===== config.mk =====
export PLATFORM = sky130hd
export DESIGN_NAME = wall_drawer_flat
export DESIGN_NICKNAME = d
export VERILOG_FILES = /design/src/rtl/wall_pkg.sv /design/src/rtl/wall_drawer_if.sv /design/src/rtl/pixel_scan_counter.sv /design/src/rtl/wall_drawer.sv /design/src/flat_wrapper.sv
export SDC_FILE = /design/constraint.sdc
export NUM_CORES = 1
export LEC_CHECK = 0
export BUFFER_PORTS_ARGS = -buffer_cell sky130_fd_sc_hd__buf_4
export CAP_MARGIN = 10
export CORE_AREA = 2 2 76 78
export CTS_CLUSTER_SIZE = 16
export DETAILED_ROUTE_END_ITERATION = 8
export DIE_AREA = 0 0 78 80
export PLACE_DENSITY = 0.73
export SLEW_MARGIN = 15
export SYNTH_ARGS = -nofsm -noshare
export SYNTH_HDL_FRONTEND = slang
export SYNTH_HIERARCHICAL = 1
export SYNTH_SLANG_ARGS = --single-unit
export TNS_END_PERCENT = 10

===== constraint.sdc =====
create_clock -name clk -period 4.8 [get_ports clk]
set_input_delay 0.96 -clock clk [delete_from_list [all_inputs] [get_ports clk]]
set_output_delay 0.96 -clock clk [all_outputs]
set_load 0.02 [all_outputs]

===== src/rtl/wall_pkg.sv =====
// Shared constants for the wall game: screen geometry, wall shape, colours and
// the drawer's state encoding.
package wall_pkg;

    localparam int unsigned SCREEN_W    = 160;
    localparam int unsigned SCREEN_H    = 120;
    localparam int unsigned WALL_WIDTH  = 4;
    localparam int unsigned HOLE_HEIGHT = 50;

    localparam int unsigned X_W      = 8;
    localparam int unsigned Y_W      = 7;
    localparam int unsigned COLOUR_W = 3;

    localparam logic [COLOUR_W-1:0] WALL_COLOUR = 3'b010;
    localparam logic [COLOUR_W-1:0] BG_COLOUR   = 3'b000;

    // Column value meaning "no wall on screen"; used as prev_x after reset.
    localparam logic [X_W-1:0] NO_WALL_X = X_W'(SCREEN_W);

    localparam logic [1:0] StIdle  = 2'd0;
    localparam logic [1:0] StErase = 2'd1;
    localparam logic [1:0] StDraw  = 2'd2;
    localparam logic [1:0] StDone  = 2'd3;

endpackage


===== src/rtl/wall_drawer_if.sv =====
// Request/handshake and pixel-stream signals between the game controller,
// the wall drawer and the VGA adapter.
interface wall_drawer_if;
    import wall_pkg::*;

    logic                start;
    logic [X_W-1:0]      wall_x;
    logic [Y_W-1:0]      hole_y;
    logic                busy;
    logic                done;
    logic [X_W-1:0]      x_out;
    logic [Y_W-1:0]      y_out;
    logic [COLOUR_W-1:0] colour;
    logic                plot;

    modport master (
        output start, wall_x, hole_y,
        input  busy, done, x_out, y_out, colour, plot
    );

    modport slave (
        input  start, wall_x, hole_y,
        output busy, done, x_out, y_out, colour, plot
    );

endinterface


===== src/rtl/pixel_scan_counter.sv =====
// Nested column/row scan counter: row is the inner loop, column the outer.
// Synchronous clear has priority over enable; last flags the final pixel.
module pixel_scan_counter #(
    parameter int unsigned COLS = 4,
    parameter int unsigned ROWS = 120,
    parameter int unsigned CW   = $clog2(COLS),
    parameter int unsigned RW   = $clog2(ROWS)
) (
    input  logic          clk,
    input  logic          resetn,
    input  logic          clear,
    input  logic          enable,
    output logic [CW-1:0] col,
    output logic [RW-1:0] row,
    output logic          last
);

    logic [CW-1:0] col_q, col_d;
    logic [RW-1:0] row_q, row_d;
    logic          row_wrap;

    assign row_wrap = (row_q == RW'(ROWS - 1));
    assign last     = row_wrap && (col_q == CW'(COLS - 1));

    always_comb begin
        col_d = col_q;
        row_d = row_q;
        if (clear) begin
            col_d = '0;
            row_d = '0;
        end else if (enable) begin
            if (row_wrap) begin
                row_d = '0;
                col_d = last ? '0 : col_q + CW'(1);
            end else begin
                row_d = row_q + RW'(1);
            end
        end
    end

    always_ff @(posedge clk or negedge resetn) begin
        if (!resetn) begin
            col_q <= '0;
            row_q <= '0;
        end else begin
            col_q <= col_d;
            row_q <= row_d;
        end
    end

    assign col = col_q;
    assign row = row_q;

endmodule


===== src/rtl/wall_drawer.sv =====
// Erases the previous wall band then draws the new one with its hole,
// streaming one registered pixel per clock to the VGA adapter.
module wall_drawer
    import wall_pkg::*;
(
    input  logic          clk,
    input  logic          resetn,
    wall_drawer_if.slave  bus
);

    localparam int unsigned CW = $clog2(WALL_WIDTH);
    localparam int unsigned RW = $clog2(SCREEN_H);

    logic [1:0]          state_q, state_d;
    logic [X_W-1:0]      cur_x_q, prev_x_q;
    logic [Y_W-1:0]      cur_hole_q;

    logic                busy_q, done_q, plot_q;
    logic [X_W-1:0]      x_q;
    logic [Y_W-1:0]      y_q;
    logic [COLOUR_W-1:0] colour_q;

    logic [CW-1:0]       c;
    logic [RW-1:0]       r;
    logic                last, clear, active;
    logic [X_W-1:0]      base_x;
    logic [X_W:0]        col_sum;
    logic [Y_W:0]        hole_end;
    logic                in_hole;

    assign active  = (state_q == StErase) || (state_q == StDraw);
    assign clear   = ((state_q == StIdle) && bus.start) || ((state_q == StErase) && last);

    pixel_scan_counter #(
        .COLS (WALL_WIDTH),
        .ROWS (SCREEN_H)
    ) u_scan (
        .clk    (clk),
        .resetn (resetn),
        .clear  (clear),
        .enable (active),
        .col    (c),
        .row    (r),
        .last   (last)
    );

    // Column sum is one bit wider so columns past 255 can never alias on-screen.
    assign base_x   = (state_q == StDraw) ? cur_x_q : prev_x_q;
    assign col_sum  = {1'b0, base_x} + {{(X_W + 1 - CW){1'b0}}, c};
    assign hole_end = {1'b0, cur_hole_q} + (Y_W + 1)'(HOLE_HEIGHT);
    assign in_hole  = ({1'b0, r} >= {1'b0, cur_hole_q}) && ({1'b0, r} < hole_end);

    always_comb begin
        state_d = state_q;
        unique case (state_q)
            StIdle:  if (bus.start) state_d = StErase;
            StErase: if (last)      state_d = StDraw;
            StDraw:  if (last)      state_d = StDone;
            StDone:                 state_d = StIdle;
            default:                state_d = StIdle;
        endcase
    end

    always_ff @(posedge clk or negedge resetn) begin
        if (!resetn) begin
            state_q    <= StIdle;
            cur_x_q    <= '0;
            cur_hole_q <= '0;
            prev_x_q   <= NO_WALL_X;
        end else begin
            state_q <= state_d;
            if ((state_q == StIdle) && bus.start) begin
                cur_x_q    <= bus.wall_x;
                cur_hole_q <= bus.hole_y;
            end
            if (state_q == StDone) begin
                prev_x_q <= cur_x_q;
            end
        end
    end

    always_ff @(posedge clk or negedge resetn) begin
        if (!resetn) begin
            busy_q   <= 1'b0;
            done_q   <= 1'b0;
            plot_q   <= 1'b0;
            x_q      <= '0;
            y_q      <= '0;
            colour_q <= '0;
        end else begin
            busy_q   <= active;
            done_q   <= (state_q == StDone);
            plot_q   <= active && (col_sum < (X_W + 1)'(SCREEN_W));
            x_q      <= active ? col_sum[X_W-1:0] : '0;
            y_q      <= active ? r : '0;
            colour_q <= ((state_q == StDraw) && !in_hole) ? WALL_COLOUR : BG_COLOUR;
        end
    end

    assign bus.busy   = busy_q;
    assign bus.done   = done_q;
    assign bus.plot   = plot_q;
    assign bus.x_out  = x_q;
    assign bus.y_out  = y_q;
    assign bus.colour = colour_q;

endmodule


===== src/flat_wrapper.sv =====
// flat-port wrapper written by rule: the top's interface ports become plain ports
module wall_drawer_flat import wall_pkg::*;
  (clk, resetn, bus_start, bus_wall_x, bus_hole_y, bus_busy, bus_done, bus_x_out, bus_y_out, bus_colour, bus_plot);
  wall_drawer_if bus_i ();
  input  logic clk;
  input  logic resetn;
  input wire logic [$bits(bus_i.start)-1:0] bus_start;
  input wire logic [$bits(bus_i.wall_x)-1:0] bus_wall_x;
  input wire logic [$bits(bus_i.hole_y)-1:0] bus_hole_y;
  output wire logic [$bits(bus_i.busy)-1:0] bus_busy;
  output wire logic [$bits(bus_i.done)-1:0] bus_done;
  output wire logic [$bits(bus_i.x_out)-1:0] bus_x_out;
  output wire logic [$bits(bus_i.y_out)-1:0] bus_y_out;
  output wire logic [$bits(bus_i.colour)-1:0] bus_colour;
  output wire logic [$bits(bus_i.plot)-1:0] bus_plot;
  assign bus_i.start = bus_start;
  assign bus_i.wall_x = bus_wall_x;
  assign bus_i.hole_y = bus_hole_y;
  assign bus_busy = bus_i.busy;
  assign bus_done = bus_i.done;
  assign bus_x_out = bus_i.x_out;
  assign bus_y_out = bus_i.y_out;
  assign bus_colour = bus_i.colour;
  assign bus_plot = bus_i.plot;
  wall_drawer u_core (.clk(clk), .resetn(resetn), .bus(bus_i));
endmodule

## Word level (Yosys, flattened, before mapping)

Cells that the tools add are included.

- Register bits: 55
- Output and inout bits: 21
- Word-level logic and storage cells: 56

- Add/subtract/negate cells: 4
- $lt $le $gt $ge: 3
- Eq/ne operators: 8
- Muxes and demuxes: 15
- Reduce and logical (&&, ||, !) cells: 14

Operators by type and width:

| cell | count |
|---|---|
| 2-to-1 mux 7 bit | 4 |
| 2-to-1 mux 2 bit | 8 |
| 2-to-1 mux 8 bit | 2 |
| adder 8 x 2 -> 9 bit | 1 |
| less-than comparator 9 x 8 -> 1 bit (second input constant) | 1 |
| adder 7 x 6 -> 8 bit (second input constant) | 1 |
| less-than comparator 7 x 8 -> 1 bit | 1 |
| case mux 2 bit (4 select lines) | 1 |
| adder 7 x 1 -> 7 bit (second input constant) | 1 |
| == test 7 bit (second input constant) | 1 |
| >= comparator 7 bit | 1 |
| == test 2 bit (second input constant) | 3 |
| logical AND 1 bit | 6 |
| != test 2 x 1 -> 1 bit (second input constant) | 2 |
| nonzero test 2 bit | 2 |
| AND reduction 3 bit | 1 |
| adder 2 x 1 -> 2 bit (second input constant) | 1 |
| == test 2 x 1 -> 1 bit (second input constant) | 1 |
| logical NOT 2 bit | 1 |
| logical OR 1 bit | 2 |
| != test 2 bit (second input constant) | 1 |
| AND reduction 2 bit | 1 |
| logical NOT 1 bit | 1 |

## Depth between registers and ports, before layout

Gate-level depths: netlist of the first run.

- Word-level depth: 6
- Depth in mapped cells: 11
- Mapped depth without buffers: 9

## Cells and area by module

The synthesis of the first run kept the hierarchy.

Modules (own cells, without submodules):

| module | times used | cells each | area each (um2) | seq. area each (um2) |
|---|---|---|---|---|
| wall_drawer | 1 | 197 | 2364.8 | 1103.6 |
| pixel_scan_counter | 1 | 56 | 540.5 | 225.2 |

## Worst setup path before layout of the first run

Ideal clock, no wire load.

- Path kind: register to register
- Start point: reg u_core.state_q[0]
- End point: reg u_core.plot_q (netlist: u_core/bus.plot)
- Arrival: 2.347 ns
- Setup slack: 2.331 ns
- Stages on the path, launching flop included: 12
- Buffers on the path: 2
- Cells stage by stage: dfrtp_1 > inv_1 > ha_1 > buf_6 > buf_2 > mux2_1 > ha_1 > inv_1 > fa_1 > o311ai_1 > o211ai_1 > o2111a_1

- Word-level cells in the longest chain between the ends: 5

RTL lines:

| item | line | RTL |
|---|---|---|
| start, declared | wall_drawer.sv:14 | `logic [1:0] state_q, state_d;` |
| start signal, assigned | wall_drawer.sv:66 | `state_q <= StIdle;` |
| start signal, assigned | wall_drawer.sv:71 | `state_q <= state_d;` |
| == test 2 bit | wall_drawer.sv:31, wall_drawer.sv:48 |  |
| 2-to-1 mux 8 bit | wall_drawer.sv:48 | `assign base_x = (state_q == StDraw) ? cur_x_q : prev_x_q;` |
| adder 8 x 2 -> 9 bit | wall_drawer.sv:49 | `assign col_sum = {1'b0, base_x} + {{(X_W + 1 - CW){1'b0}}, c};` |
| less-than comparator 9 x 8 -> 1 bit | wall_drawer.sv:93 | `plot_q <= active && (col_sum < (X_W + 1)'(SCREEN_W));` |
| logical AND 1 bit (*) | wall_drawer.sv:93 |  |
| end signal, assigned | wall_drawer.sv:93 |  |
| end, declared | wall_drawer.sv:18 | `logic busy_q, done_q, plot_q;` |

Every way passes the cells marked *; elsewhere a longest branch is shown, timed or not.
A chain may end at the register's enable or synchronous reset.

## Worst setup path in the final report of the first run

Same ends and word-level chain as after synthesis.

==> results of run 1 <==
final cells by class:
type	instances	area share
Clock buffer	6	0.0249
Clock inverter	2	0.0113
Inverter	18	0.0203
Multi-Input combinational cell	173	0.435
Sequential cell	53	0.400
Tap cell	72	0.0271
Timing Repair Buffer	36	0.0814
per-stage QoR:
step	utilization	setup WS, ns	std cells	total power [mW]	hold WS, ns
2_1_floorplan	-	2.33	254	0.458	0.450
3_3_place_gp	0.592	2.00	352	0.475	0.464
3_5_place_dp	0.592	1.88	352	0.476	0.467
4_1_cts	0.615	1.86	360	0.789	0.489
5_1_grt	0.615	1.63	360	0.815	0.504
6_report	0.615	1.88	360	0.777	0.491
cells by family (layout without fill, tap and decap cells):
logic type | after synthesis | count (layout) | share of synthesized area
compound gates | 41 | 41 | 0.106
xor+xnor | 10 | 10 | 0.0301
fa+ha+maj | 24 | 24 | 0.106
buf+inv | 28 | 62 | 0.0465
flops | 53 | 53 | 0.457
mux | 31 | 31 | 0.126
other cells | 1 | 2 | 0.00129
simple gates | 65 | 65 | 0.127
worst paths after layout:
kind                                                 from                               end  slack, ns
setup / recovery            u_core/state_q[0]$_DFFE_PN0P_         u_core/bus.plot$_DFF_PN0_       1.88
hold reg to reg            u_core/prev_x_q[0]$_DFFE_PN0P_    u_core/prev_x_q[0]$_DFFE_PN0P_       0.49
max in group asynchronous                          resetn  u_core/cur_hole_q[0]$_DFFE_PN0P_       3.69
hold / removal             u_core/prev_x_q[0]$_DFFE_PN0P_    u_core/prev_x_q[0]$_DFFE_PN0P_       0.49
min in group asynchronous                          resetn  u_core/u_scan/row[2]$_DFFE_PN0P_       0.68
setup reg to reg            u_core/state_q[0]$_DFFE_PN0P_         u_core/bus.plot$_DFF_PN0_       1.88
sequential cells by signal, summed over array words and instances, names as in the netlist, 2 cells and up:
signal and cells:
u_core/prev_x_q 8, u_core/u_scan/col 2, u_core/u_scan/row 7, u_core/bus.x_out 8, u_core/cur_hole_q 7, u_core/bus.y_out 7, u_core/cur_x_q 8, u_core/state_q 2
cell usage after synthesis (4+ instances only):
cell type  number  area, um^2
and2_1          9        56.3
xnor2_1         8        70.1
inv_1          16        60.1
nor2_1         14        52.6
dfrtp_1        51        1280
nand2_1        11        41.3
ha_1           23         288
nand4_1         6        37.5
mux2_1         25         282
a21oi_1        10        50.1
o211ai_1        4        30.0
power by group through the flow:
| stage | Clock, mW | Sequential, mW | Combinational, mW |
|---|---|---|---|
| 2_1_floorplan | 0 | 0.455 | 0.00273 |
| 3_3_place_gp | 0 | 0.455 | 0.0203 |
| 3_5_place_dp | 0 | 0.455 | 0.0208 |
| 4_1_cts | 0.322 | 0.446 | 0.0208 |
| 5_1_grt | 0.346 | 0.446 | 0.0228 |
| 6_report | 0.312 | 0.446 | 0.0197 |
cell usage in the layout, fill, tap and decap left out, types with 3 or more instances in the layout:
cell type / netlist / layout
o22ai_1: 3 / 3
xnor2_1: 8 / 8
nand2_1: 11 / 11
mux2_1: 25 / 25
buf_4: 3 / 36
and3_1: 3 / 3
nor3b_1: 3 / 3
a21oi_1: 10 / 10
inv_1: 16 / 16
dfrtp_1: 51 / 51
nand4_1: 6 / 6
o211ai_1: 4 / 4
clkbuf_8: 0 / 6
nor2_1: 14 / 14
nand3_1: 3 / 3
ha_1: 23 / 23
and2_1: 9 / 9
metal layers:
layer / vias up / wire length (um) / track usage
li1: 961 / - / -
met1: 927 / 2590 / 0.279
met2: 46 / 2330 / 0.286
met3: 5 / 258 / 0.0339
met4: 0 / 63 / 0.0579
met5: - / 0 / 0
worst max-delay path: stages (launching register included):
cell and delay [ns]:
dfrtp_1 0.41, inv_1 0.12, ha_1 0.69, mux2_1 0.25, ha_1 0.17, inv_1 0.06
fa_1 0.50, o311ai_1 0.33, o211ai_1 0.13, o2111a_1 0.16
==> impl_results.md, run 1 <==
- First drt pass iteration count: 4
- ANT cells: 0
- Internal power: 0.624 mW
- Via count: 1939
- H-Tree Depth: 2
- Worst Path Arrival: 3.11 ns
- Ys flop type: dfrtp_1
- Post-DR wirelength/cell: 14.6 um
- Gr ovfl total: 0
- Layout cells sized above 1: 0.212
- Mean Syn Cell Area: 11.5 um^2
- Seq pwr share: 0.574
- Number of synthesized flops with an enable pin: 0
- Initial antenna violation count: 0
- WHS Path Cells: 1
- I/O pin cnt: 39
- Largest net degree at the start of global routing: 54
- Remaining design rule violation count: 0
- Fin crit period: 2.92 ns
- Ys async rst share: 1.00
- PwrDens: 234 mW/mm^2
- RSZ-0062 raised after global routing: false
- Gp weighted congestion: 0.854
- First-pass GRT wire length: 9270 um
- Cell area after layout: 0.00332 mm^2
- GRT Resource Usage Total: 0.190
- Synth Instances: 253
- Fmax: 343 MHz
- Core area: 0.00541 mm^2
- Root Buffer Master: clkbuf_8
- Die width: 78 um
- Hold Path Class: reg -> reg
- Post-CTS Setup Bufs: 0
- Footprint of the multi-input gates: 0.00145 mm^2
- Register area share after synthesis: 0.457
- Nets: 329
- Die Ht: 80 um
- Final Slew Violations: 0
- Clock sink count: 53
- Fin crit share: 0.608
- CTS Hold Bufs: 0
- R2R depth: 9
- CTS tree: done
- Part of the power in the clock network: 0.401
- Inserted Clock Buffers: 5
- Setup TNS: 0 ns
- Dpl hpwl: 3690 um
- DRT antenna net count: 0
- Clock Path Buffers: 2
- Routed Wire Length: 5240 um
- Worst-Margin Slew: 0.799 ns
- Placed inst area: 0.00320 mm^2
- Status: complete, no violations
- Final Setup Violations: 0
- Maxcap violations: 0
- Resize count post-CTS: 0
- Area growth syn-to-layout: 14.3%
- Worst IR Drop VDD: 0.150 mV
- Fill count: 455
- Combinational power share: 0.025
- Cell variety after synth: 59
- Post-Syn Area: 0.00291 mm^2
- Die ar.: 0.00624 mm^2
- Max_slew headroom: 0.466
- Crit start category: flop
- Clock Latency Late Sink: 0.30 ns
- WS Path Type: reg -> reg
- Worst Path Max Fanout: 18
- Pleak: 1.59 nW
- Vias/cell: 5.39
- Reg area: 0.00133 mm^2
- Ys Warns: 6
- PortBufs: 36
- Vias in the first global route: 1915
- Rows: 27
- Setup Skew: 0.00510 ns
- Fin. Hold Viols: 0
- Switching share of total power: 0.197
- Clk slew on worst S/H paths: 0.09 ns
- P_sw: 0.153 mW
- Initial Util: 0.537
- Req. time, crit path: 5.00 ns
- Synthesized flop and latch total: 53
- Setup crit end kind: flop
- DRT iter0 DRCs: 93
Note: power is estimated with default switching activity, not from simulation.
==> run 2: changes to the inputs <==
==> constraint.sdc (replaced) <==
create_clock -name clk -period 3 [get_ports clk]
set_input_delay 0.6 -clock clk [delete_from_list [all_inputs] [get_ports clk]]
set_output_delay 0.6 -clock clk [all_outputs]
set_load 0.02 [all_outputs]
==> run 2 against run 1 <==
Compared with the run above: final cell count up 0.83%; design area is 0.53% higher; flip-flop and latch count stayed put; critical path type unchanged; first-iteration DRC count up 48%; sequential power increased by 60%; largest cell class unchanged; routed wire length rose by 1.4%; maximum frequency rose by 19%.
==> impl_results.md, run 2 (synthesis results as in run 1) <==
- Clock sink count: 53 (unchanged)
- ANT cells: 0 (unchanged)
- Worst Path Arrival: 2.64 ns (-0.47 ns)
- Max_slew headroom: 0.571 (+0.105)
- Nets: 332 (+0.91%)
- Clk slew on worst S/H paths: 0.09 ns (about the same)
- Vias/cell: 5.49 (+2.0%)
- Worst IR Drop VDD: 0.262 mV (+75%)
- Post-Route Utilization: 0.618 (+0.00324)
- Initial Util: 0.537 (unchanged)
- H-Tree Depth: 2 (unchanged)
- Layout cells sized above 1: 0.220 (+0.00813)
- Largest net degree at the start of global routing: 54 (unchanged)
- Pleak: 1.61 nW (+0.67%)
- Fin. Hold Viols: 0 (unchanged)
- Worst Path Max Fanout: 6 (-12)
- Fill count: 471 (+3.5%)
- Most frequent cells in the layout: dfrtp_1, buf_4, mux2_1, ha_1, inv_1
- Final Slew Violations: 0 (unchanged)
- Hold Path Class: in -> async
- PwrDens: 370 mW/mm^2 (+58%)
- RSZ-0062 raised after global routing: false
- WS Path Type: reg -> reg
- First drt pass iteration count: 4 (unchanged)
- Die ar.: 0.00624 mm^2 (unchanged)
- Fmax: 409 MHz (+19%)
- First-pass GRT wire length: 8960 um (-3.3%)
- Dpl ws: 0.586 ns (-1.29 ns)
- Most common cell after layout, fill and taps aside: dfrtp_1
- Worst-Margin Slew: 0.643 ns (-0.156 ns)
- GRT Resource Usage Total: 0.184 (-0.00518)
- Via count: 1994 (+2.8%)
- Maxcap violations: 0 (unchanged)
- Setup TNS: 0 ns (unchanged)
- Post-CTS Setup Bufs: 0 (unchanged)
- Final Setup Violations: 0 (unchanged)
- PnR worst setup slack: 0.555 ns (-1.33 ns)
- Die width: 78 um (unchanged)
- Crit start category: flop
- Vias in the first global route: 1911 (-0.21%)
- Area growth syn-to-layout: 14.9%
- Routed Wire Length: 5320 um (+1.4%)
- I/O pin cnt: 39 (unchanged)
- Reg2reg setup slack: 0.56 ns (-1.33 ns)
- Clock Path Buffers: 2 (unchanged)
- Fin crit period: 2.44 ns (-0.473 ns)
- Die Ht: 80 um (unchanged)
- Req. time, crit path: 3.20 ns (-1.80 ns)
- Resize count post-CTS: 0 (unchanged)
- Remaining design rule violation count: 0 (unchanged)
- Setup crit end kind: flop
- Clock Latency Late Sink: 0.31 ns (about the same)
- Dpl hpwl: 3830 um (+3.7%)
- Status: complete, no violations
- Fin crit share: 0.815 (+0.207)
- Setup Skew: 0.00644 ns (+0.00134 ns)
- CTS tree: done
- Inserted Clock Buffers: 5 (unchanged)
- Root Buffer Master: clkbuf_8
- Hold Slack: 0.310 ns (-0.181 ns)
- Power, Total: 1.23 mW (+59%)
- Gr ovfl total: 0 (unchanged)
- DRT iter0 DRCs: 138 (+48%)
- Core area: 0.00541 mm^2 (unchanged)
- Post-DR wirelength/cell: 14.7 um (+0.61%)
- Gp weighted congestion: 0.793 (-7.2%)
- PortBufs: 36 (unchanged)
- Rows: 27 (unchanged)
- CTS Hold Bufs: 0 (unchanged)
- DRT antenna net count: 0 (unchanged)
- Initial antenna violation count: 0 (unchanged)
==> run 2: final cells by class <==
class | instances | area (um^2) | area share
clock buffers | 5 | 68.8 | 0.0206
clock inverters | 3 | 46.3 | 0.0139
inverters | 18 | 67.6 | 0.0202
multi-input cells | 173 | 1450 | 0.433
flip-flops and latches | 53 | 1330 | 0.398
well taps | 72 | 90.1 | 0.0270
repair buffers | 39 | 293 | 0.0877
==> run 2: final timing paths <==
path / from / end / cells past startpoint
max: u_core/state_q[0]$_DFFE_PN0P_ / u_core/bus.plot$_DFF_PN0_ / 9
min: resetn / u_core/cur_hole_q[5]$_DFFE_PN0P_ / 1
max reg2reg: u_core/state_q[0]$_DFFE_PN0P_ / u_core/bus.plot$_DFF_PN0_ / 9
min reg2reg: u_core/prev_x_q[1]$_DFFE_PN0P_ / u_core/prev_x_q[1]$_DFFE_PN0P_ / 1
max in group asynchronous: resetn / u_core/cur_x_q[5]$_DFFE_PN0P_ / 1
min in group clk: u_core/prev_x_q[1]$_DFFE_PN0P_ / u_core/prev_x_q[1]$_DFFE_PN0P_ / 1
==> run 2: critical path, stage by stage (launching register included) <==
cell      delay (ns)
dfrtp_1         0.39
inv_1           0.11
ha_1            0.26
mux2_1          0.21
ha_1            0.17
inv_1           0.06
fa_1            0.49
o311ai_1        0.34
o211ai_1        0.14
o2111a_1        0.16
==> run 2: layer usage <==
layer  vias to the layer above  share of wire  GRT usage
li1                        972              -          -
met1                       970           0.50      0.257
met2                        48           0.45      0.290
met3                         4          0.042     0.0373
met4                         0         0.0090     0.0614
met5                         -              0          0
==> run 2: power breakdown <==
part / total, mW / internal, mW / switching [mW]
registers: 0.714 / 0.714 / 0
clock network: 0.489 / 0.250 / 0.239
logic: 0.0315 / 0.0139 / 0.0177
==> run 2: stage by stage <==
| step | cells | cell area [um^2] |
|---|---|---|
| after floorplan | 254 | 2910 |
| after global placement | 355 | 3220 |
| after detailed placement | 355 | 3220 |
| after CTS | 363 | 3340 |
| after global routing | 363 | 3340 |
| final | 363 | 3340 |
